$ cat src/rtl/breath_pkg.sv
// breath_pkg: shared definitions for the breath-LED mode path.
//   mode_t          - breath pattern select (SLOW/MID/FAST active, AFK1/AFK2 idle)
//   DEF_*           - default timing parameters at 12 MHz
//   cnt_w()         - counter width for a terminal count, never below 1 bit
//   next_active()   - active-mode rotation SLOW->MID->FAST->SLOW
//   is_afk()        - true for either AFK phase
package breath_pkg;

    typedef enum logic [2:0] {
        MODE_SLOW = 3'd0,
        MODE_MID  = 3'd1,
        MODE_FAST = 3'd2,
        MODE_AFK1 = 3'd3,
        MODE_AFK2 = 3'd4
    } mode_t;

    localparam int DEF_DEBOUNCE_CYC   = 240000;     // 20 ms
    localparam int DEF_IDLE_CYC       = 360000000;  // 30 s
    localparam int DEF_AFK_TOGGLE_CYC = 24000000;   // 2 s

    function automatic int cnt_w(input int n);
        return (n > 1) ? $clog2(n) : 1;
    endfunction

    // Anything outside the active set folds back to SLOW so a corrupted
    // mode can never propagate an illegal encoding.
    function automatic mode_t next_active(input mode_t m);
        case (m)
            MODE_SLOW: return MODE_MID;
            MODE_MID:  return MODE_FAST;
            default:   return MODE_SLOW;
        endcase
    endfunction

    function automatic logic is_afk(input mode_t m);
        return (m == MODE_AFK1) || (m == MODE_AFK2);
    endfunction

endpackage

$ cat src/rtl/key_debounce.sv
// key_debounce: two-flop synchroniser, stable-level debounce and press pulse.
//   clk       - system clock
//   rst       - synchronous active-low reset
//   key_n     - raw asynchronous button, low = pressed
//   key_press - one-cycle pulse per accepted press (debounced 1->0 only)
module key_debounce
    import breath_pkg::*;
#(
    parameter int DEBOUNCE_CYC = DEF_DEBOUNCE_CYC
) (
    input  logic clk,
    input  logic rst,
    input  logic key_n,
    output logic key_press
);

    localparam int            CW       = cnt_w(DEBOUNCE_CYC);
    localparam logic [CW-1:0] CNT_LAST = CW'(DEBOUNCE_CYC - 1);

    logic [1:0]    sync_pipe;   // sync_pipe[1] is the synchronised level
    logic          level;       // debounced level
    logic [CW-1:0] cnt;

    always_ff @(posedge clk) begin
        if (!rst) begin
            sync_pipe <= 2'b11;
            level     <= 1'b1;
            cnt       <= '0;
            key_press <= 1'b0;
        end else begin
            sync_pipe <= {sync_pipe[0], key_n};
            key_press <= 1'b0;
            if (sync_pipe[1] == level) begin
                // Any agreement restarts the stability window.
                cnt <= '0;
            end else if (cnt == CNT_LAST) begin
                // Differed for DEBOUNCE_CYC consecutive cycles: accept.
                level     <= sync_pipe[1];
                cnt       <= '0;
                key_press <= ~sync_pipe[1];
            end else begin
                cnt <= cnt + CW'(1);
            end
        end
    end

endmodule

$ cat src/rtl/breath_mode_ctrl.sv
// breath_mode_ctrl: button-driven breath-pattern selector with AFK idle mode.
//   clk      - 12 MHz system clock
//   rst      - synchronous active-low reset
//   key_n    - raw mode button, low = pressed
//   mode     - registered pattern select (SLOW=0, MID=1, FAST=2, AFK1=3, AFK2=4)
//   mode_chg - one-cycle pulse in the cycle mode takes a new value
//   afk      - high while mode is AFK1 or AFK2
//   key_press- one-cycle pulse per accepted press
module breath_mode_ctrl
    import breath_pkg::*;
#(
    parameter int DEBOUNCE_CYC   = DEF_DEBOUNCE_CYC,
    parameter int IDLE_CYC       = DEF_IDLE_CYC,
    parameter int AFK_TOGGLE_CYC = DEF_AFK_TOGGLE_CYC
) (
    input  logic       clk,
    input  logic       rst,
    input  logic       key_n,
    output logic [2:0] mode,
    output logic       mode_chg,
    output logic       afk,
    output logic       key_press
);

    localparam int            IW         = cnt_w(IDLE_CYC);
    localparam int            PW         = cnt_w(AFK_TOGGLE_CYC);
    localparam logic [IW-1:0] IDLE_LAST  = IW'(IDLE_CYC - 1);
    localparam logic [PW-1:0] PHASE_LAST = PW'(AFK_TOGGLE_CYC - 1);

    mode_t         state, state_nx;
    mode_t         saved, saved_nx;     // active mode to restore on AFK exit
    logic [IW-1:0] idle_cnt, idle_nx;
    logic [PW-1:0] phase_cnt, phase_nx;

    key_debounce #(
        .DEBOUNCE_CYC(DEBOUNCE_CYC)
    ) u_key_debounce (
        .clk      (clk),
        .rst      (rst),
        .key_n    (key_n),
        .key_press(key_press)
    );

    assign mode = state;

    always_ff @(posedge clk) begin
        if (!rst) begin
            state     <= MODE_SLOW;
            saved     <= MODE_SLOW;
            idle_cnt  <= '0;
            phase_cnt <= '0;
            mode_chg  <= 1'b0;
            afk       <= 1'b0;
        end else begin
            state     <= state_nx;
            saved     <= saved_nx;
            idle_cnt  <= idle_nx;
            phase_cnt <= phase_nx;
            // Derived from the next state so both flags line up with mode.
            mode_chg  <= (state_nx != state);
            afk       <= is_afk(state_nx);
        end
    end

    always_comb begin
        state_nx = state;
        saved_nx = saved;
        idle_nx  = idle_cnt;
        phase_nx = phase_cnt;
        case (state)
            MODE_AFK1, MODE_AFK2: begin
                idle_nx = '0;
                if (key_press) begin
                    // Exit wins over a coinciding phase toggle.
                    state_nx = saved;
                    phase_nx = '0;
                end else if (phase_cnt == PHASE_LAST) begin
                    state_nx = (state == MODE_AFK1) ? MODE_AFK2 : MODE_AFK1;
                    phase_nx = '0;
                end else begin
                    phase_nx = phase_cnt + PW'(1);
                end
            end
            default: begin
                phase_nx = '0;
                if (key_press) begin
                    // A press on the expiry cycle advances instead of idling.
                    state_nx = next_active(state);
                    idle_nx  = '0;
                end else if (idle_cnt == IDLE_LAST) begin
                    state_nx = MODE_AFK1;
                    saved_nx = state;
                    idle_nx  = '0;
                end else begin
                    idle_nx = idle_cnt + IW'(1);
                end
            end
        endcase
    end

endmodule
$ cat config.mk
export PLATFORM = sky130hd
export DESIGN_NAME = breath_mode_ctrl
export DESIGN_NICKNAME = d
export VERILOG_FILES = /design/src/rtl/breath_pkg.sv /design/src/rtl/key_debounce.sv /design/src/rtl/breath_mode_ctrl.sv
export SDC_FILE = /design/constraint.sdc
export NUM_CORES = 1
export LEC_CHECK = 0
export ABC_AREA = 1
export CAP_MARGIN = 25
export CORE_MARGIN = 1
export CORE_UTILIZATION = 55
export CTS_BUF_LIST = sky130_fd_sc_hd__clkbuf_8
export DETAILED_ROUTE_END_ITERATION = 7
export PLACE_DENSITY_LB_ADDON = 0.2
export SLEW_MARGIN = 40
export SYNTH_ARGS = -nofsm -noshare
export SYNTH_HDL_FRONTEND = slang
export SYNTH_SLANG_ARGS = --single-unit
$ cat constraint.sdc
create_clock -name clk -period 1.9 [get_ports clk]
set_clock_uncertainty 0.1 [all_clocks]
set_input_delay 0.285 -clock clk [delete_from_list [all_inputs] [get_ports clk]]
set_output_delay 0.285 -clock clk [all_outputs]
set_load 0.03 [all_outputs]
==> results.json <==
{
  "cp_cell_sequence": "ha_2 > nand2_1 > inv_2 > nand2_2 > nor3_4 > nand3_1 > nor2_2 > nand2_1 > nor2_1 > o21ai_0 > a21oi_1",
  "slowest_delay_ps": 350,
  "crit_fanout": 4,
  "max_freq_mhz": 545,
  "met3_usage": 0.0709,
  "worst_pin_slew_ps": 419,
  "fin_area_sq_um": 5120,
  "fin_crit_ps": 1840,
  "final_nets": 643,
  "synth_top_area_frac": 0.410,
  "drv_cap": 0,
  "rrSetupSlack_ps": 60,
  "grt_pass1_wl_microns": 13400,
  "port_buffers": 8,
  "drive_gt1_frac": 0.237,
  "track_usage": 0.219,
  "placed_area_sq_um": 4520,
  "cp_top_family": "simple AND/OR/NAND/NOR gates",
  "initialDrtViolationCount": 142,
  "grt_pass1_vias": 3270,
  "grt_busiest_layer": "met2",
  "worst_slack_ps": 64.3,
  "cts_max_level": 3,
  "routedWlPerCell_microns": 11.7,
  "finalSetupViolations": 0,
  "grt_overflow": 0,
  "synth_cell_types": 35,
  "synth_nets": 589,
  "critPathSlowestCell": "dfxtp_2",
  "ios": 9,
  "crit_top_cell": "nand2_1",
  "diodes": 0,
  "tns_ps": 0,
  "ir_drop_v": 0.000480,
  "syn_area_sq_um": 4100,
  "p_leak_nw": 1.91,
  "critPathKind": "flop to flop",
  "hold_path.class": "flop to flop",
  "ant_nets": 0,
  "viasPerCell": 5.10,
  "remaining_drc_errors": 0,
  "outcome": "completed",
  "syn2layout_area_growth_pct": 24.8,
  "synthCells": 583,
  "rsz0062_at_grt": "true",
  "start_util": 0.569,
  "dpl_worst_slack_ps": -26.0,
  "antenna_found_initial": 0,
  "cts_tree": "built",
  "synth_top_area_cell": "dfxtp_1",
  "grt_max_degree": 30,
  "clk_latency_ps": 360,
  "required_ps": 2090,
  "critPathLaunchType": "flop",
  "finalHoldViolCount": 0,
  "synth.area.top_cells": "dfxtp_1, nand2_1, nor2_1",
  "wirelength_microns": 8690,
  "root_buffer": "clkbuf_8",
  "num_vias": 3776,
  "num_rows": 31,
  "drv_slew": 0,
  "crit_buf_inv": 1,
  "use_met2": 0.393,
  "yosysSeqAreaShare": 0.410,
  "dp_hpwl_microns": 5900,
  "use_met1": 0.242,
  "cts_buffer_depth": 2,
  "crit_path_end_kind": "flop",
  "synth_warnings": 0,
  "die-height_microns": 88.4,
  "routabilityCongestion": 0.837,
  "cp.arrival_ps": 2020,
  "first_pass_iters": 4,
  "ys_seq_elements": 84,
  "n_fill_cell": 590,
  "core-area_sq_um": 7210,
  "synth_area_per_cell_sq_um": 7.04,
  "die_w_microns": 88.4,
  "clkTransAtPathRegs_ps": 90,
  "power.density_nw_per_um2": 610,
  "fin_util": 0.710,
  "power_mw": 3.12,
  "clock_sinks": 84,
  "slew_headroom": 0.719,
  "cts_buffers": 9,
  "finalCritPeriodShare": 0.966,
  "dieArea_sq_um": 7810
}
[placed cells by master, fill, tap and decap left out, drive strengths merged, types with 8 or more instances in the layout]
cell type	synthesis	layout
o21ai	15	15
buf	7	44
dfxtp	84	84
nor3b	9	9
nor2	111	111
nand4	8	8
xor2	17	17
nor3	25	25
nand3	41	41
nand2	127	127
inv	72	72
a21oi	37	37
clkbuf	2	11
[area by class of cell]
type / count / area, sq um / share of cell area
sequential: 84 / 1700 / 0.332
inverter: 72 / 270 / 0.0528
timing repair buffer: 52 / 458 / 0.0894
clock buffer: 11 / 151 / 0.0296
clock inverter: 4 / 48.8 / 0.00953
tap: 99 / 124 / 0.0242
multi-input combinational: 418 / 2370 / 0.462
[logic make-up after synthesis]
kind of cell | share of synthesized area
AOI/OAI and AO/OA | 0.0848
buffers and inverters | 0.0768
and+or+nand+nor | 0.373
xor gates and xnor gates | 0.0470
DFF | 0.410
adders and majority gates | 0.00915
[report_power, final]
group	leakage [nW]	switching, mW	internal [mW]
logic	1.12	0.0302	0.0299
registers	0.684	0.00913	1.77
clock network	0.105	0.619	0.670
total	1.91	0.658	2.47
[metrics by stage]
step                      std cells  hold slack, ps
final                           740             314
after global routing            740             337
after CTS                       725             318
after detailed placement        710             299
after global placement          710             296
after floorplan                 583             292
[what timing repair did]
action | CTS | global route
setup endpoints to repair | 6 | 43
endpoints found under the hold margin | 0 | 0
setup buffers | 0 | 15
resized for setup | 4 | 85
pin swaps | 1 | 26
hold buffers | 0 | 0
[cells in the mapped netlist (all sizes together)]
master / instances
a211oi: 1
or2: 4
nor2: 111
clkbuf: 2
xnor2: 5
nand4: 8
nand3b: 1
o31ai: 1
a31oi: 1
o21ba: 1
o21ai: 15
nand2: 127
ha: 3
o21a: 5
nor4: 4
a21oi: 37
dfxtp: 84
inv: 72
nand3: 41
nor3: 25
nor3b: 9
o21bai: 2
xor2: 17
buf: 7
[path summary, 6_finish.rpt]
check | from | end | cells after the start
worst max-delay path | u_key_debounce.cnt[0] | u_key_debounce.cnt[14] | 11
worst min-delay path | u_key_debounce.sync_pipe[0] | u_key_debounce.sync_pipe[1] | 1
worst max register to register | u_key_debounce.cnt[0] | u_key_debounce.cnt[14] | 11
worst min register to register | u_key_debounce.sync_pipe[0] | u_key_debounce.sync_pipe[1] | 1
[registers in the layout, summed over array words and instances (netlist names)]
signal	count
idle_cnt	29
u_key_debounce.key_press	1
mode	3
u_key_debounce.cnt	18
u_key_debounce.sync_pipe	2
mode_chg	1
u_key_debounce.level	1
phase_cnt	25
afk	1
saved	3
[metal layers]
| metal | up-vias | part of all wire |
|---|---|---|
| li1 | 1964 | - |
| met1 | 1740 | 0.42 |
| met2 | 57 | 0.53 |
| met3 | 15 | 0.032 |
| met4 | 0 | 0.018 |
| met5 | - | 0 |
(Power assumes the default switching activity.)
==> RTL change, RTL diff (config.mk and constraints unchanged) <==
Reset style: asynchronous (`rst`), changed in 2 clocked blocks. Comments in the files are not updated.
--- a/src/rtl/key_debounce.sv
+++ b/src/rtl/key_debounce.sv
@@ -21,7 +21,7 @@
     logic          level;       // debounced level
     logic [CW-1:0] cnt;
 
-    always_ff @(posedge clk) begin
+    always_ff @(posedge clk or negedge rst) begin
         if (!rst) begin
             sync_pipe <= 2'b11;
             level     <= 1'b1;
--- a/src/rtl/breath_mode_ctrl.sv
+++ b/src/rtl/breath_mode_ctrl.sv
@@ -43,7 +43,7 @@
 
     assign mode = state;
 
-    always_ff @(posedge clk) begin
+    always_ff @(posedge clk or negedge rst) begin
         if (!rst) begin
             state     <= MODE_SLOW;
             saved     <= MODE_SLOW;
Behaviour: no difference found for any inputs over 10 cycles, from zero or initial values and one cycle with rst low; that may be too few to reach the edited logic, so the function may still have changed.
==> RTL change against the original RTL <==
The flow now finishes with violations (negative setup slack). Critical endpoint is now idle_cnt[28]. Highest routed layer unchanged. Power down 2.7%. Setup slack lost 0.16 ns. Count of clock-buffer cells in the layout fell by 2. Cell area increased by 10%. Worst hold slack worse by 0.074 ns. Largest cell class unchanged. Critical path type unchanged. Area after synthesis rose by 16%. Combinational power up 20%. Wire length increased by 23%. Sequential cell count did not move.
==> RTL change: results (changes against the original RTL) <==
Parameter                              Value

Status
  Outcome ... finished, violations left (was finished clean)
  Violated checks ... negative setup slack

Synth
  Number of warnings issued by yosys ... 0 (unchanged)
  Fraction of the yosys area taken by sequential cells ... 44.0% (was 41.0%)
  Main area contributors after synthesis ... dfrtp_1, nand2_1, nor2_1 (was dfxtp_1, nand2_1, nor2_1)
  Post-synthesis share of cell area spent on xor and xnor gates ... 3.30% (was 4.70%)
  Net count after synthesis ... 625 (was 589)
  Mux share of post-synthesis cell area ... 0.236% (was 0%)
  Number of different library cells in the post-synthesis netlist ... 41 (was 35)
  Area fraction in compound gates after synthesis ... 6.83% (was 8.48%)
  Adder-cell share of the synthesized area ... 0.785% (was 0.915%)
  Async SR Flop Fraction ... 100% (was 0%)
  Most frequent cells after synthesis ... nand2_1, nor2_1, dfrtp_1, inv_1, nand3_1 (was nand2_1, nor2_1, dfxtp_1, inv_1, nand3_1)

CTS
  Clock slew at the register clock pins of the worst setup and hold paths ... 0.09 ns (about the same)
  Clock buffer count from CTS ... 9 (unchanged)
  Cell at the root of the clock tree ... clkbuf_8 (unchanged)
  H-tree level count ... 3 (unchanged)
  Number of buffers on the longest clock path ... 2 (unchanged)

Pwr
  Leakage power of the design ... 0.00253 µW (was 0.00191 µW)
  Cell internal pwr ... 2300 µW (was 2470 µW)
  IR drop worst, VDD ... 0.000341 V (was 0.000480 V)

Global routing
  Vias in the first global route ... 3989 (was 3270)
  Total global routing track utilization ... 24.9% (was 21.9%)
  Pin count of the biggest net entering global routing ... 54 (was 30)
  Global-route wire length before repair ... 17.6 mm (was 13.4 mm)

Placement
  Number of port buffers ... 8 (unchanged)
  Placed cell areas ... 5080 µm² (was 4520 µm²)
  HPWL Detailed ... 7.48 mm (was 5.90 mm)
  RD Place Congestion ... 0.940 (was 0.837)

STA
  Setup violation total in the final timing report ... 5 (was 0)
  Sum Neg Setup Slack ... -0.283 ns (was 0 ns)
  Slew HR ... 68.9% (was 71.9%)
  Final Hold Slack ... 0.239 ns (was 0.314 ns)
  Final worst setup slack ... -0.0961 ns (was 0.0643 ns)

Cells and area
  Total of fill cells in the finished design ... 682 (was 590)
  Antenna diode instance count ... 0 (unchanged)
  Layout cells sized above 1 ... 24.7% (was 23.7%)
  Registers with the most flip-flops ... idle_cnt (29), phase_cnt (25), u_key_debounce.cnt (18) (unchanged)
  Total Nets Final ... 674 (was 643)

Route
  Drt initial violations ... 186 (was 142)
  Total vias in the final route ... 4226 (was 3776)
  DRT Pass-1 Iters ... 4 (unchanged)
  Final WL ... 10.7 mm (was 8.69 mm)

Critical path
  Top fanout value on the critical path ... 6 (was 4)
  Signal arrival time at the worst endpoint ... 2.14 ns (was 2.02 ns)

Min path
  Worst min-delay path category ... input pin to async pin (was register to register)
## RTL change: cell count changes after synthesis, moves of 5 or more
cell     delta
nor4_1      +6
inv_2      +16
o21ai_1     +7
a21oi_1    -10
nand4_1     +7
dfrtp_1    +81
nor3_1      +8
dfxtp_1    -84
nor3_2      +5
nand2_2    +11
## RTL change: what timing repair did
| item | 4_1_cts | 5_1_grt |
|---|---|---|
| endpoints found under the hold margin | 34 | 0 |
| pin swaps | 0 | 31 |
| setup buffers | 0 | 20 |
| hold buffers | 1 | 0 |
| setup endpoints to repair | 4 | 57 |
| resized for setup | 4 | 61 |
## RTL change: power groups by stage
| stage | clock, µW | combinational, µW | sequential (µW) |
|---|---|---|---|
| 2_1_floorplan | 0 | 18.1 | 1840 |
| 3_3_place_gp | 0 | 68.8 | 1840 |
| 3_5_place_dp | 0 | 68.7 | 1840 |
| 4_1_cts | 1210 | 70.6 | 1800 |
| 5_1_grt | 1280 | 86.2 | 1810 |
| 6_report | 1160 | 72.1 | 1800 |
## RTL change: path summary, 6_finish.rpt
| kind | from | to | depth (start not counted) |
|---|---|---|---|
| max in group asynchronous | rst | u_key_debounce.sync_pipe[0] | 3 |
| worst max register to register | idle_cnt[0] | idle_cnt[28] | 11 |
| worst min-delay path | rst | phase_cnt[6] | 2 |
| worst max-delay path | idle_cnt[0] | idle_cnt[28] | 11 |
| worst min register to register | u_key_debounce.sync_pipe[0] | u_key_debounce.sync_pipe[1] | 0 |
| min in group clk | key_n | u_key_debounce.sync_pipe[0] | 1 |
## RTL change: critical path, stage by stage (launching register included)
cell	delay (ns)
dfrtp_1	0.38
ha_2	0.20
nand2_2	0.08
nor2_4	0.13
nand2_2	0.08
nor2_2	0.12
nand3_2	0.11
nor3_4	0.30
buf_4	0.17
nand2_2	0.04
nor2_1	0.10
a21oi_1	0.07
## RTL change: per-layer routing
metal / up-vias / wire (µm) / global-route usage (%) / part of all wire (%)
met5: - / 0 / 0 / 0
met4: 0 / 228 / 8.59 / 2.1
met3: 26 / 419 / 4.78 / 3.9
met2: 99 / 5460 / 42.5 / 51
met1: 2001 / 4600 / 31.4 / 43
li1: 2100 / - / - / -
## RTL change: final cells by class
class                      instances  share of cell area (%)
clock buffer                       9                    2.19
clock inverter                     7                   0.909
inverter                          85                    5.79
multi-input combinational        445                    45.2
sequential                        84                    37.4
tap                              105                    2.33
timing repair buffer              43                    6.21
## RTL change: through the flow
stage	util [%]	setup WS, ns	instances
2_1_floorplan	-	0.165	619
3_3_place_gp	61.2	0.0637	741
3_5_place_dp	61.2	0.0233	741
4_1_cts	63.4	0.00367	758
5_1_grt	68.0	-0.205	778
6_report	68.0	-0.0961	778
